<file path="src/rtl/ctrl_cmd_issue_pkg.sv">
// Shared types and constants for the DDR4 command-issue stage.
package ctrl_cmd_issue_pkg;

  localparam int unsigned ROW_W      = 15;
  localparam int unsigned COL_W      = 10;
  localparam int unsigned BG_W       = 2;
  localparam int unsigned BA_W       = 2;
  localparam int unsigned BANK_W     = BG_W + BA_W;
  localparam int unsigned A_W        = 14;
  localparam int unsigned CNT_W      = 8;
  localparam int unsigned ACT_ADDR_W = BANK_W + ROW_W;
  localparam int unsigned CAS_ADDR_W = BANK_W + COL_W;

  localparam int unsigned T_RCD_DEF  = 16;
  localparam int unsigned T_CCD_DEF  = 4;

  typedef enum logic [1:0] {
    CMD_ACT = 2'd0,
    CMD_PRE = 2'd1,
    CMD_RD  = 2'd2,
    CMD_WR  = 2'd3
  } cmd_type_e;

  typedef enum logic [1:0] {
    ST_IDLE      = 2'd0,
    ST_ISSUE_PRE = 2'd1,
    ST_ISSUE_ACT = 2'd2,
    ST_ISSUE_CAS = 2'd3
  } issue_fsm_type;

  // {RAS_n, CAS_n, WE_n} encodings for the non-ACT commands
  localparam logic [2:0] RCW_DES = 3'b111;
  localparam logic [2:0] RCW_PRE = 3'b010;
  localparam logic [2:0] RCW_RD  = 3'b101;
  localparam logic [2:0] RCW_WR  = 3'b100;

  typedef struct packed {
    logic [BG_W-1:0]  bg;
    logic [BA_W-1:0]  ba;
  } pre_req_t;

  typedef struct packed {
    logic [BG_W-1:0]  bg;
    logic [BA_W-1:0]  ba;
    logic [ROW_W-1:0] row;
  } act_req_t;

  typedef struct packed {
    logic             rw;
    logic             hit;
    logic [BG_W-1:0]  bg;
    logic [BA_W-1:0]  ba;
    logic [COL_W-1:0] col;
  } cas_req_t;

  typedef struct packed {
    logic             cs_n;
    logic             act_n;
    logic [2:0]       rcw;
    logic [BG_W-1:0]  bg;
    logic [BA_W-1:0]  ba;
    logic [A_W-1:0]   a;
  } ddr_pins_t;

  localparam ddr_pins_t PINS_DES = '{cs_n: 1'b1, act_n: 1'b1, rcw: RCW_DES,
                                     bg: '0, ba: '0, a: '0};

  // Saturating increment: counters stick at all-ones and never wrap
  function automatic logic [CNT_W-1:0] sat_inc(input logic [CNT_W-1:0] v);
    return (&v) ? v : v + CNT_W'(1);
  endfunction

endpackage

</file>
<file path="src/rtl/ctrl_cmd_issue_if.sv">
// Request handshake and DDR4 command-pin bundle of the command-issue stage.
interface ctrl_cmd_issue_if;
  import ctrl_cmd_issue_pkg::*;

  logic                  act_rdy;
  logic [ACT_ADDR_W-1:0] act_addr;
  logic                  pre_rdy;
  logic [BANK_W-1:0]     pre_addr;
  logic                  cas_rdy;
  logic                  cas_rw;
  logic [CAS_ADDR_W-1:0] cas_addr;
  logic                  no_act_rdy;

  logic                  CS_n;
  logic                  ACT_n;
  logic                  RAS_n_A16;
  logic                  CAS_n_A15;
  logic                  WE_n_A14;
  logic [BG_W-1:0]       BG;
  logic [BA_W-1:0]       BA;
  logic [A_W-1:0]        A;
  logic                  cmd_issued;
  logic [1:0]            cmd_type;
  logic                  req_overflow;

  modport master (
    output act_rdy, act_addr, pre_rdy, pre_addr, cas_rdy, cas_rw, cas_addr, no_act_rdy,
    input  CS_n, ACT_n, RAS_n_A16, CAS_n_A15, WE_n_A14, BG, BA, A,
    input  cmd_issued, cmd_type, req_overflow
  );

  modport slave (
    input  act_rdy, act_addr, pre_rdy, pre_addr, cas_rdy, cas_rw, cas_addr, no_act_rdy,
    output CS_n, ACT_n, RAS_n_A16, CAS_n_A15, WE_n_A14, BG, BA, A,
    output cmd_issued, cmd_type, req_overflow
  );
endinterface

</file>
<file path="src/rtl/ctrl_cmd_issue_slot.sv">
// One-deep request slot: pending flag plus captured payload, overflow on a
// request that arrives while the slot is still occupied.
module ctrl_cmd_slot #(
  parameter int unsigned W = 4
) (
  input  logic         i_clk,
  input  logic         i_rst,
  input  logic         i_set,
  input  logic [W-1:0] i_data,
  input  logic         i_clr,
  output logic         o_pending,
  output logic [W-1:0] o_data,
  output logic         o_overflow_c
);

  logic         r_pending;
  logic [W-1:0] r_data;

  // A request into an occupied slot is dropped; the first payload is kept
  always_ff @(posedge i_clk or posedge i_rst) begin
    if (i_rst) begin
      r_pending <= 1'b0;
      r_data    <= '0;
    end else if (i_set && !r_pending) begin
      r_pending <= 1'b1;
      r_data    <= i_data;
    end else if (i_clr) begin
      r_pending <= 1'b0;
    end
  end

  assign o_pending    = r_pending;
  assign o_data       = r_data;
  assign o_overflow_c = i_set & r_pending;

endmodule

</file>
<file path="src/rtl/ctrl_cmd_issue.sv">
// DDR4 command-issue stage: latches PRE/ACT/CAS requests, arbitrates them
// PRE > ACT > CAS, enforces tRCD and tCCD, and drives one registered command
// per clock (DES when nothing is eligible).
module ctrl_cmd_issue
  import ctrl_cmd_issue_pkg::*;
#(
  parameter int unsigned T_RCD = T_RCD_DEF,
  parameter int unsigned T_CCD = T_CCD_DEF
) (
  input logic             CK_t,
  input logic             reset,
  ctrl_cmd_issue_if.slave bus
);

  issue_fsm_type   r_state;
  issue_fsm_type   w_state_nxt;
  ddr_pins_t       r_pins;
  ddr_pins_t       w_pins_nxt;
  cmd_type_e       r_cmd_type;
  cmd_type_e       w_type_nxt;
  logic            r_req_overflow;
  logic [CNT_W-1:0]  r_rcd_cnt;
  logic [CNT_W-1:0]  r_ccd_cnt;
  logic [BANK_W-1:0] r_last_act_bank;

  logic      w_pre_pend, w_act_pend, w_cas_pend;
  logic      w_pre_ovf, w_act_ovf, w_cas_ovf;
  logic      w_clr_pre, w_clr_act, w_clr_cas;
  pre_req_t  w_pre;
  act_req_t  w_act;
  cas_req_t  w_cas;
  logic [16:0] w_row_ext;
  logic      w_bank_diff;
  logic      w_cas_elig;

  ctrl_cmd_slot #(.W($bits(pre_req_t))) u_pre_slot (
    .i_clk(CK_t), .i_rst(reset), .i_set(bus.pre_rdy), .i_data(bus.pre_addr),
    .i_clr(w_clr_pre), .o_pending(w_pre_pend), .o_data(w_pre), .o_overflow_c(w_pre_ovf)
  );

  ctrl_cmd_slot #(.W($bits(act_req_t))) u_act_slot (
    .i_clk(CK_t), .i_rst(reset), .i_set(bus.act_rdy), .i_data(bus.act_addr),
    .i_clr(w_clr_act), .o_pending(w_act_pend), .o_data(w_act), .o_overflow_c(w_act_ovf)
  );

  ctrl_cmd_slot #(.W($bits(cas_req_t))) u_cas_slot (
    .i_clk(CK_t), .i_rst(reset), .i_set(bus.cas_rdy),
    .i_data({bus.cas_rw, bus.no_act_rdy, bus.cas_addr}),
    .i_clr(w_clr_cas), .o_pending(w_cas_pend), .o_data(w_cas), .o_overflow_c(w_cas_ovf)
  );

  // Row bits above ROW_W read as zero on the A16..A14 pins
  assign w_row_ext   = 17'(w_act.row);
  assign w_bank_diff = ({w_cas.bg, w_cas.ba} != r_last_act_bank);
  assign w_cas_elig  = w_cas_pend
                     && (r_ccd_cnt >= CNT_W'(T_CCD - 1))
                     && (w_cas.hit || (r_rcd_cnt >= CNT_W'(T_RCD - 1)) || w_bank_diff);

  // Issue decision: highest-priority eligible slot, its pin image and slot clear
  always_comb begin
    w_state_nxt = ST_IDLE;
    w_pins_nxt  = PINS_DES;
    w_type_nxt  = CMD_ACT;
    w_clr_pre   = 1'b0;
    w_clr_act   = 1'b0;
    w_clr_cas   = 1'b0;
    if (w_pre_pend) begin
      w_state_nxt = ST_ISSUE_PRE;
    end else if (w_act_pend) begin
      w_state_nxt = ST_ISSUE_ACT;
    end else if (w_cas_elig) begin
      w_state_nxt = ST_ISSUE_CAS;
    end
    case (w_state_nxt)
      ST_ISSUE_PRE: begin
        w_clr_pre  = 1'b1;
        w_type_nxt = CMD_PRE;
        w_pins_nxt = '{cs_n: 1'b0, act_n: 1'b1, rcw: RCW_PRE,
                       bg: w_pre.bg, ba: w_pre.ba, a: '0};
      end
      ST_ISSUE_ACT: begin
        w_clr_act  = 1'b1;
        w_type_nxt = CMD_ACT;
        w_pins_nxt = '{cs_n: 1'b0, act_n: 1'b0, rcw: w_row_ext[16:14],
                       bg: w_act.bg, ba: w_act.ba, a: w_row_ext[13:0]};
      end
      ST_ISSUE_CAS: begin
        w_clr_cas  = 1'b1;
        w_type_nxt = w_cas.rw ? CMD_RD : CMD_WR;
        w_pins_nxt = '{cs_n: 1'b0, act_n: 1'b1, rcw: (w_cas.rw ? RCW_RD : RCW_WR),
                       bg: w_cas.bg, ba: w_cas.ba, a: A_W'(w_cas.col)};
      end
      default: ;
    endcase
  end

  // FSM state register
  always_ff @(posedge CK_t or posedge reset) begin
    if (reset) r_state <= ST_IDLE;
    else       r_state <= w_state_nxt;
  end

  // Registered command pins and command type, one cycle per issue
  always_ff @(posedge CK_t or posedge reset) begin
    if (reset) begin
      r_pins     <= PINS_DES;
      r_cmd_type <= CMD_ACT;
    end else begin
      r_pins     <= w_pins_nxt;
      r_cmd_type <= w_type_nxt;
    end
  end

  // tRCD / tCCD timers, restarted by the command they time from
  always_ff @(posedge CK_t or posedge reset) begin
    if (reset) begin
      r_rcd_cnt       <= '1;
      r_ccd_cnt       <= '1;
      r_last_act_bank <= '0;
    end else begin
      if (w_state_nxt == ST_ISSUE_ACT) begin
        r_rcd_cnt       <= '0;
        r_last_act_bank <= {w_act.bg, w_act.ba};
      end else begin
        r_rcd_cnt <= sat_inc(r_rcd_cnt);
      end
      if (w_state_nxt == ST_ISSUE_CAS) r_ccd_cnt <= '0;
      else                             r_ccd_cnt <= sat_inc(r_ccd_cnt);
    end
  end

  // Sticky overflow flag across all three slots
  always_ff @(posedge CK_t or posedge reset) begin
    if (reset) r_req_overflow <= 1'b0;
    else       r_req_overflow <= r_req_overflow | w_pre_ovf | w_act_ovf | w_cas_ovf;
  end

  assign bus.CS_n         = r_pins.cs_n;
  assign bus.ACT_n        = r_pins.act_n;
  assign bus.RAS_n_A16    = r_pins.rcw[2];
  assign bus.CAS_n_A15    = r_pins.rcw[1];
  assign bus.WE_n_A14     = r_pins.rcw[0];
  assign bus.BG           = r_pins.bg;
  assign bus.BA           = r_pins.ba;
  assign bus.A            = r_pins.a;
  assign bus.cmd_issued   = (r_state != ST_IDLE);
  assign bus.cmd_type     = r_cmd_type;
  assign bus.req_overflow = r_req_overflow;

endmodule

</file>
<file path="src/flat_wrapper.sv">
// flat-port wrapper written by rule: the top's interface ports become plain ports
module ctrl_cmd_issue_flat import ctrl_cmd_issue_pkg::*;
#(
  parameter int unsigned T_RCD = T_RCD_DEF,
  parameter int unsigned T_CCD = T_CCD_DEF
)
  (CK_t, reset, bus_act_rdy, bus_act_addr, bus_pre_rdy, bus_pre_addr, bus_cas_rdy, bus_cas_rw, bus_cas_addr, bus_no_act_rdy, bus_CS_n, bus_ACT_n, bus_RAS_n_A16, bus_CAS_n_A15, bus_WE_n_A14, bus_BG, bus_BA, bus_A, bus_cmd_issued, bus_cmd_type, bus_req_overflow);
  ctrl_cmd_issue_if bus_i ();
  input logic CK_t;
  input logic reset;
  input wire logic [$bits(bus_i.act_rdy)-1:0] bus_act_rdy;
  input wire logic [$bits(bus_i.act_addr)-1:0] bus_act_addr;
  input wire logic [$bits(bus_i.pre_rdy)-1:0] bus_pre_rdy;
  input wire logic [$bits(bus_i.pre_addr)-1:0] bus_pre_addr;
  input wire logic [$bits(bus_i.cas_rdy)-1:0] bus_cas_rdy;
  input wire logic [$bits(bus_i.cas_rw)-1:0] bus_cas_rw;
  input wire logic [$bits(bus_i.cas_addr)-1:0] bus_cas_addr;
  input wire logic [$bits(bus_i.no_act_rdy)-1:0] bus_no_act_rdy;
  output wire logic [$bits(bus_i.CS_n)-1:0] bus_CS_n;
  output wire logic [$bits(bus_i.ACT_n)-1:0] bus_ACT_n;
  output wire logic [$bits(bus_i.RAS_n_A16)-1:0] bus_RAS_n_A16;
  output wire logic [$bits(bus_i.CAS_n_A15)-1:0] bus_CAS_n_A15;
  output wire logic [$bits(bus_i.WE_n_A14)-1:0] bus_WE_n_A14;
  output wire logic [$bits(bus_i.BG)-1:0] bus_BG;
  output wire logic [$bits(bus_i.BA)-1:0] bus_BA;
  output wire logic [$bits(bus_i.A)-1:0] bus_A;
  output wire logic [$bits(bus_i.cmd_issued)-1:0] bus_cmd_issued;
  output wire logic [$bits(bus_i.cmd_type)-1:0] bus_cmd_type;
  output wire logic [$bits(bus_i.req_overflow)-1:0] bus_req_overflow;
  assign bus_i.act_rdy = bus_act_rdy;
  assign bus_i.act_addr = bus_act_addr;
  assign bus_i.pre_rdy = bus_pre_rdy;
  assign bus_i.pre_addr = bus_pre_addr;
  assign bus_i.cas_rdy = bus_cas_rdy;
  assign bus_i.cas_rw = bus_cas_rw;
  assign bus_i.cas_addr = bus_cas_addr;
  assign bus_i.no_act_rdy = bus_no_act_rdy;
  assign bus_CS_n = bus_i.CS_n;
  assign bus_ACT_n = bus_i.ACT_n;
  assign bus_RAS_n_A16 = bus_i.RAS_n_A16;
  assign bus_CAS_n_A15 = bus_i.CAS_n_A15;
  assign bus_WE_n_A14 = bus_i.WE_n_A14;
  assign bus_BG = bus_i.BG;
  assign bus_BA = bus_i.BA;
  assign bus_A = bus_i.A;
  assign bus_cmd_issued = bus_i.cmd_issued;
  assign bus_cmd_type = bus_i.cmd_type;
  assign bus_req_overflow = bus_i.req_overflow;
  ctrl_cmd_issue #(.T_RCD(T_RCD), .T_CCD(T_CCD)) u_core (.CK_t(CK_t), .reset(reset), .bus(bus_i));
endmodule
</file>
<file path="config.mk">
export PLATFORM = sky130hd
export DESIGN_NAME = ctrl_cmd_issue_flat
export DESIGN_NICKNAME = d
export VERILOG_FILES = /design/src/rtl/ctrl_cmd_issue_pkg.sv /design/src/rtl/ctrl_cmd_issue_if.sv /design/src/rtl/ctrl_cmd_issue_slot.sv /design/src/rtl/ctrl_cmd_issue.sv /design/src/flat_wrapper.sv
export SDC_FILE = /design/constraint.sdc
export NUM_CORES = 1
export LEC_CHECK = 0
export ABC_AREA = 1
export CORE_MARGIN = 3
export CORE_UTILIZATION = 47
export DETAILED_ROUTE_END_ITERATION = 7
export PLACE_DENSITY = 0.76
export SLEW_MARGIN = 20
export SYNTH_ARGS = -nofsm -noshare
export SYNTH_HDL_FRONTEND = slang
export SYNTH_SLANG_ARGS = --single-unit
</file>
<file path="constraint.sdc">
create_clock -name CK_t -period 3.05 [get_ports CK_t]
set_clock_uncertainty 0.15 [all_clocks]
set_input_delay 0.4575 -clock CK_t [delete_from_list [all_inputs] [get_ports CK_t]]
set_output_delay 0.4575 -clock CK_t [all_outputs]
set_load 0.1 [all_outputs]
</file>
==> run_results.csv <==
group,metric,value,unit
setup_path,cpLargestDelayFamily,"simple AND/OR/NAND/NOR gates",
yosys,synthesis.instances,369,
grt,grt_pass1_vias,2645,
setup_path,cp_data_required_time,3.16,ns
routing,detail_route.drc_violations,0,
setup_path,crit_buf_inv,0,
routing,antenna_left,0,
cts,cts_max_level,3,
final_layout,fin_nets,490,
setup_path,critical-path-top-cell-by-count,"nor2_1",
setup_path,critical-path-max-stage-delay,0.55,ns
job,timing.max_cap.violations,0,
pwr,p_total,4330,uW
grt,grt_first_pass_wirelength,12100,um
yosys,synth.avg_cell_area,10.1,sq um
setup_path,ff2ff_setup_slack,0.97,ns
timing,period_share,68.2,%
setup_path,cp_max_fo,25,
grt,antenna_violations_before_repair,0,
worst_hold_path,hold_path_class,"reg2reg",
setup_path,reg2reg_to,"u_core.bus.A[8]$_DFF_PP0_",
routing,routed-via-count,2652,
setup_path,r2r.worst_path.cells,7,
cts,cts-root-to-sink-buffers,2,
timing,period_minus_slack,2.08,ns
timing,unrepaired_setup_endpoints_after_global_routing,"false",
grt,overflow,0,
pwr,peak_supply_drop,0.610,mV
yosys,synth-seq-area-share,61.1,%
cts,ctsRootBufferMaster,"clkbuf_8",
setup_path,crit_chain,"ha_1 > nand2_1 > nor2_1 > nor2_1 > nand3_1 > nand3_4 > o21ai_0",
timing,finalSetupTns,0,ns
setup_path,worst-endpoint-arrival,2.20,ns
cts,clk_pin_slew,0.09,ns
timing,worst_pin_slew,0.708,ns
setup_path,startpoint_type,"flip-flop",
yosys,synth.cell_area,3730,sq um
final_layout,diode_insertion_count_for_antenna_repair,0,
setup_path,critical_path.endpoint,"u_core.bus.A[8]$_DFF_PP0_",
cts,cts.hold.buffers_added,0,
timing,max-slew-margin-rel,52.7,%
cts,cts_tree,"done",
routing,drt_first_pass_iters,4,
die,chipHeight,95.1,um
grt,groute.usage.overall,17.5,%
pwr,powerDensity,936,nW/um^2
setup_path,worstSetupEndpointType,"flip-flop",
pwr,p_leak,0.00229,uW
cts,worst_skew_pair.late_latency,0.35,ns
routing,wl_per_cell,13.4,um
placed_design,io_buffers,70,
placed_design,finalWeightedCongestion,0.864,
grt,grt_max_degree,91,
yosys,synth_top_flop_cell,"dfrtp_1",
setup_path,timing.critical_path.from,"u_core.r_rcd_cnt[1]$_DFFE_PP1P_",
die,die_span_x,95.1,um
die,number_of_rows_in_the_core_area,31,
die,io_pins,71,
yosys,share_of_the_synthesized_area_in_the_top_cell_type,46.3,%
final_layout,multiInputGateArea,1190,sq um
timing,clock.fmax,0.480,GHz
yosys,synth_top_cell_by_area,"dfrtp_1",
setup_path,critPathSlowestCell,"dfstp_2",
setup_path,worstSetupPathType,"reg2reg",
yosys,post_synth_edffs,0,
final_layout,share_of_post_route_cells_with_drive_strength_above_1,23.4,%
setup_path,worstSetupPathDepth,7,
cts,cts_resizes,0,
die,fp.coreArea,7490,sq um
routing,wirelength,7320,um
final_layout,fillerInstances,628,
routing,route.detailed.vias_per_inst,4.84,
routing,initialDrtViolationCount,163,
yosys,yosysUniqueCellTypes,29,
die,initial_util,49.8,%
yosys,synthesis.nets,415,
cts,cts_buffers,9,
timing,timing.final.max_slew_violations,0,
final_layout,layout-area-overhead-vs-synth,24.2,%
yosys,async_flop_share,100,%
setup_path,rr_startpoint,"u_core.r_rcd_cnt[1]$_DFFE_PP1P_",
final_layout,regArea,2280,sq um
yosys,netlist_top_cells_area,"dfrtp_1 (46%), dfstp_2 (15%), nand2_1 (7.4%), inv_1 (5.1%), mux2_2 (5.1%)",
timing,final-hold-violation-count,0,
timing,final-setup-viol-count,0,
placed_design,placed_wire_length_estimate_after_detailed_placement,5070,um
yosys,synth-seq-cells,90,
run_status,status,"finished clean",
cts,numClockSinks,90,
yosys,synth_commonest_cells,"nand2_1 (73), dfrtp_1 (69), inv_1 (51)",
yosys,synthesis.yosys.warnings,0,
yosys,synthMostInstantiatedCell,"nand2_1",
cts,cts_post_setup_buffers_inserted,0,
die,fp.dieArea,9040,sq um
## layer usage
metal	global-route usage, %	wire (um)	vias up
li1	-	-	1317
met1	23.1	3280	1254
met2	27.9	3440	71
met3	5.29	523	10
met4	5.53	73	0
met5	0	0	-
## kinds of logic (layout without fill, tap and decap cells)
group                    after synthesis  in the layout  share of synthesized area, %
buffers and inverters                 62            142                          6.98
XOR/XNOR                               4              4                         0.940
AO/OA/AOI/OAI                         55             55                          9.16
adder cells (fa/ha/maj)                2              2                         0.671
multiplexers                          17             17                          5.14
AND/OR/NAND/NOR                      139            139                          16.0
flip-flops                            90             90                          61.1
## layout make-up
cell class	instances	share of cell area (%)
tap	99	2.68
sequential	90	49.2
timing repair buffer	74	14.6
clock inverter	4	0.622
inverter	52	4.27
multi-input combinational	217	25.7
clock buffer	12	2.92
## power by group
group | internal [uW] | switching [uW]
sequential | 1600 | 174
clock | 297 | 402
combinational | 483 | 1380
## worst min path at each step
stage | start | end | cells after the start | slack [ns]
6_report | u_core.u_act_slot.o_data[6]$_DFFE_PP0P_ | u_core.bus.A[6]$_DFF_PP0_ | 2 | 0.34
5_1_grt | u_core.u_act_slot.o_data[6]$_DFFE_PP0P_ | u_core.bus.A[6]$_DFF_PP0_ | 2 | 0.36
4_1_cts | u_core.u_act_slot.o_data[6]$_DFFE_PP0P_ | u_core.bus.A[6]$_DFF_PP0_ | 2 | 0.33
3_5_place_dp | u_core.u_act_slot.o_data[4]$_DFFE_PP0P_ | u_core.bus.A[4]$_DFF_PP0_ | 2 | 0.32
3_3_place_gp | u_core.u_act_slot.o_data[1]$_DFFE_PP0P_ | u_core.bus.A[1]$_DFF_PP0_ | 2 | 0.31
2_1_floorplan | u_core.u_act_slot.o_data[1]$_DFFE_PP0P_ | u_core.bus.A[1]$_DFF_PP0_ | 2 | 0.30
## per-stage QoR
| stage | worst slack [ns] | instances | instance area [sq um] | hold WS (ns) | utilization [%] |
|---|---|---|---|---|---|
| 2_1_floorplan | 0.142 | 369 | 3730 | 0.298 | - |
| 3_3_place_gp | 0.913 | 532 | 4460 | 0.315 | 59.6 |
| 3_5_place_dp | 0.854 | 532 | 4460 | 0.318 | 59.6 |
| 4_1_cts | 0.957 | 548 | 4630 | 0.334 | 61.8 |
| 5_1_grt | 0.828 | 548 | 4630 | 0.356 | 61.8 |
| 6_report | 0.969 | 548 | 4630 | 0.340 | 61.8 |
## layout by cell type, fill, tap and decap left out
master,netlist,layout
a21oi_1,20,20
a21oi_2,1,1
a22oi_1,1,1
a31oi_1,2,2
buf_12,0,1
buf_4,1,30
clkbuf_1,0,3
clkbuf_8,0,9
clkdlybuf4s50_1,0,43
clkinv_2,1,3
clkinv_4,0,1
clkinvlp_4,0,2
dfrtp_1,69,69
dfstp_2,21,21
ha_1,2,2
inv_1,51,50
mux2_2,17,17
nand2_1,73,73
nand3_1,15,15
nand3_2,3,3
nand3_4,1,1
nand4_1,3,3
nor2_1,36,36
nor2_2,1,1
nor3_1,4,4
o21ai_0,17,17
o21ai_1,1,1
o21ai_2,8,8
o21bai_2,4,4
o31ai_1,1,1
or2_2,3,3
xor2_1,4,4
## worst min-delay path: cells and delay by family, from the launching register on
family / cells / cell delay [ns]
simple gates: 1 / 0.07
flops: 1 / 0.35
compound gates: 1 / 0.05
## sequential cells by signal, indices dropped and copies added (netlist names)
| signal | cells |
|---|---|
| u_core.u_act_slot.o_data | 19 |
| u_core.u_cas_slot.o_data | 16 |
| u_core.bus.A | 14 |
| u_core.r_ccd_cnt | 8 |
| u_core.r_rcd_cnt | 8 |
| u_core.r_last_act_bank | 4 |
| u_core.u_pre_slot.o_data | 4 |
| u_core.bus.BA | 2 |
| u_core.bus.BG | 2 |
| u_core.bus.cmd_type | 2 |
| u_core.r_state | 2 |
| u_core.bus.ACT_n | 1 |
| u_core.bus.CAS_n_A15 | 1 |
| u_core.bus.CS_n | 1 |
| u_core.bus.RAS_n_A16 | 1 |
| u_core.bus.WE_n_A14 | 1 |
| u_core.bus.req_overflow | 1 |
| u_core.u_act_slot.o_pending | 1 |
| u_core.u_cas_slot.o_pending | 1 |
| u_core.u_pre_slot.o_pending | 1 |
(Power assumes the default switching activity.)
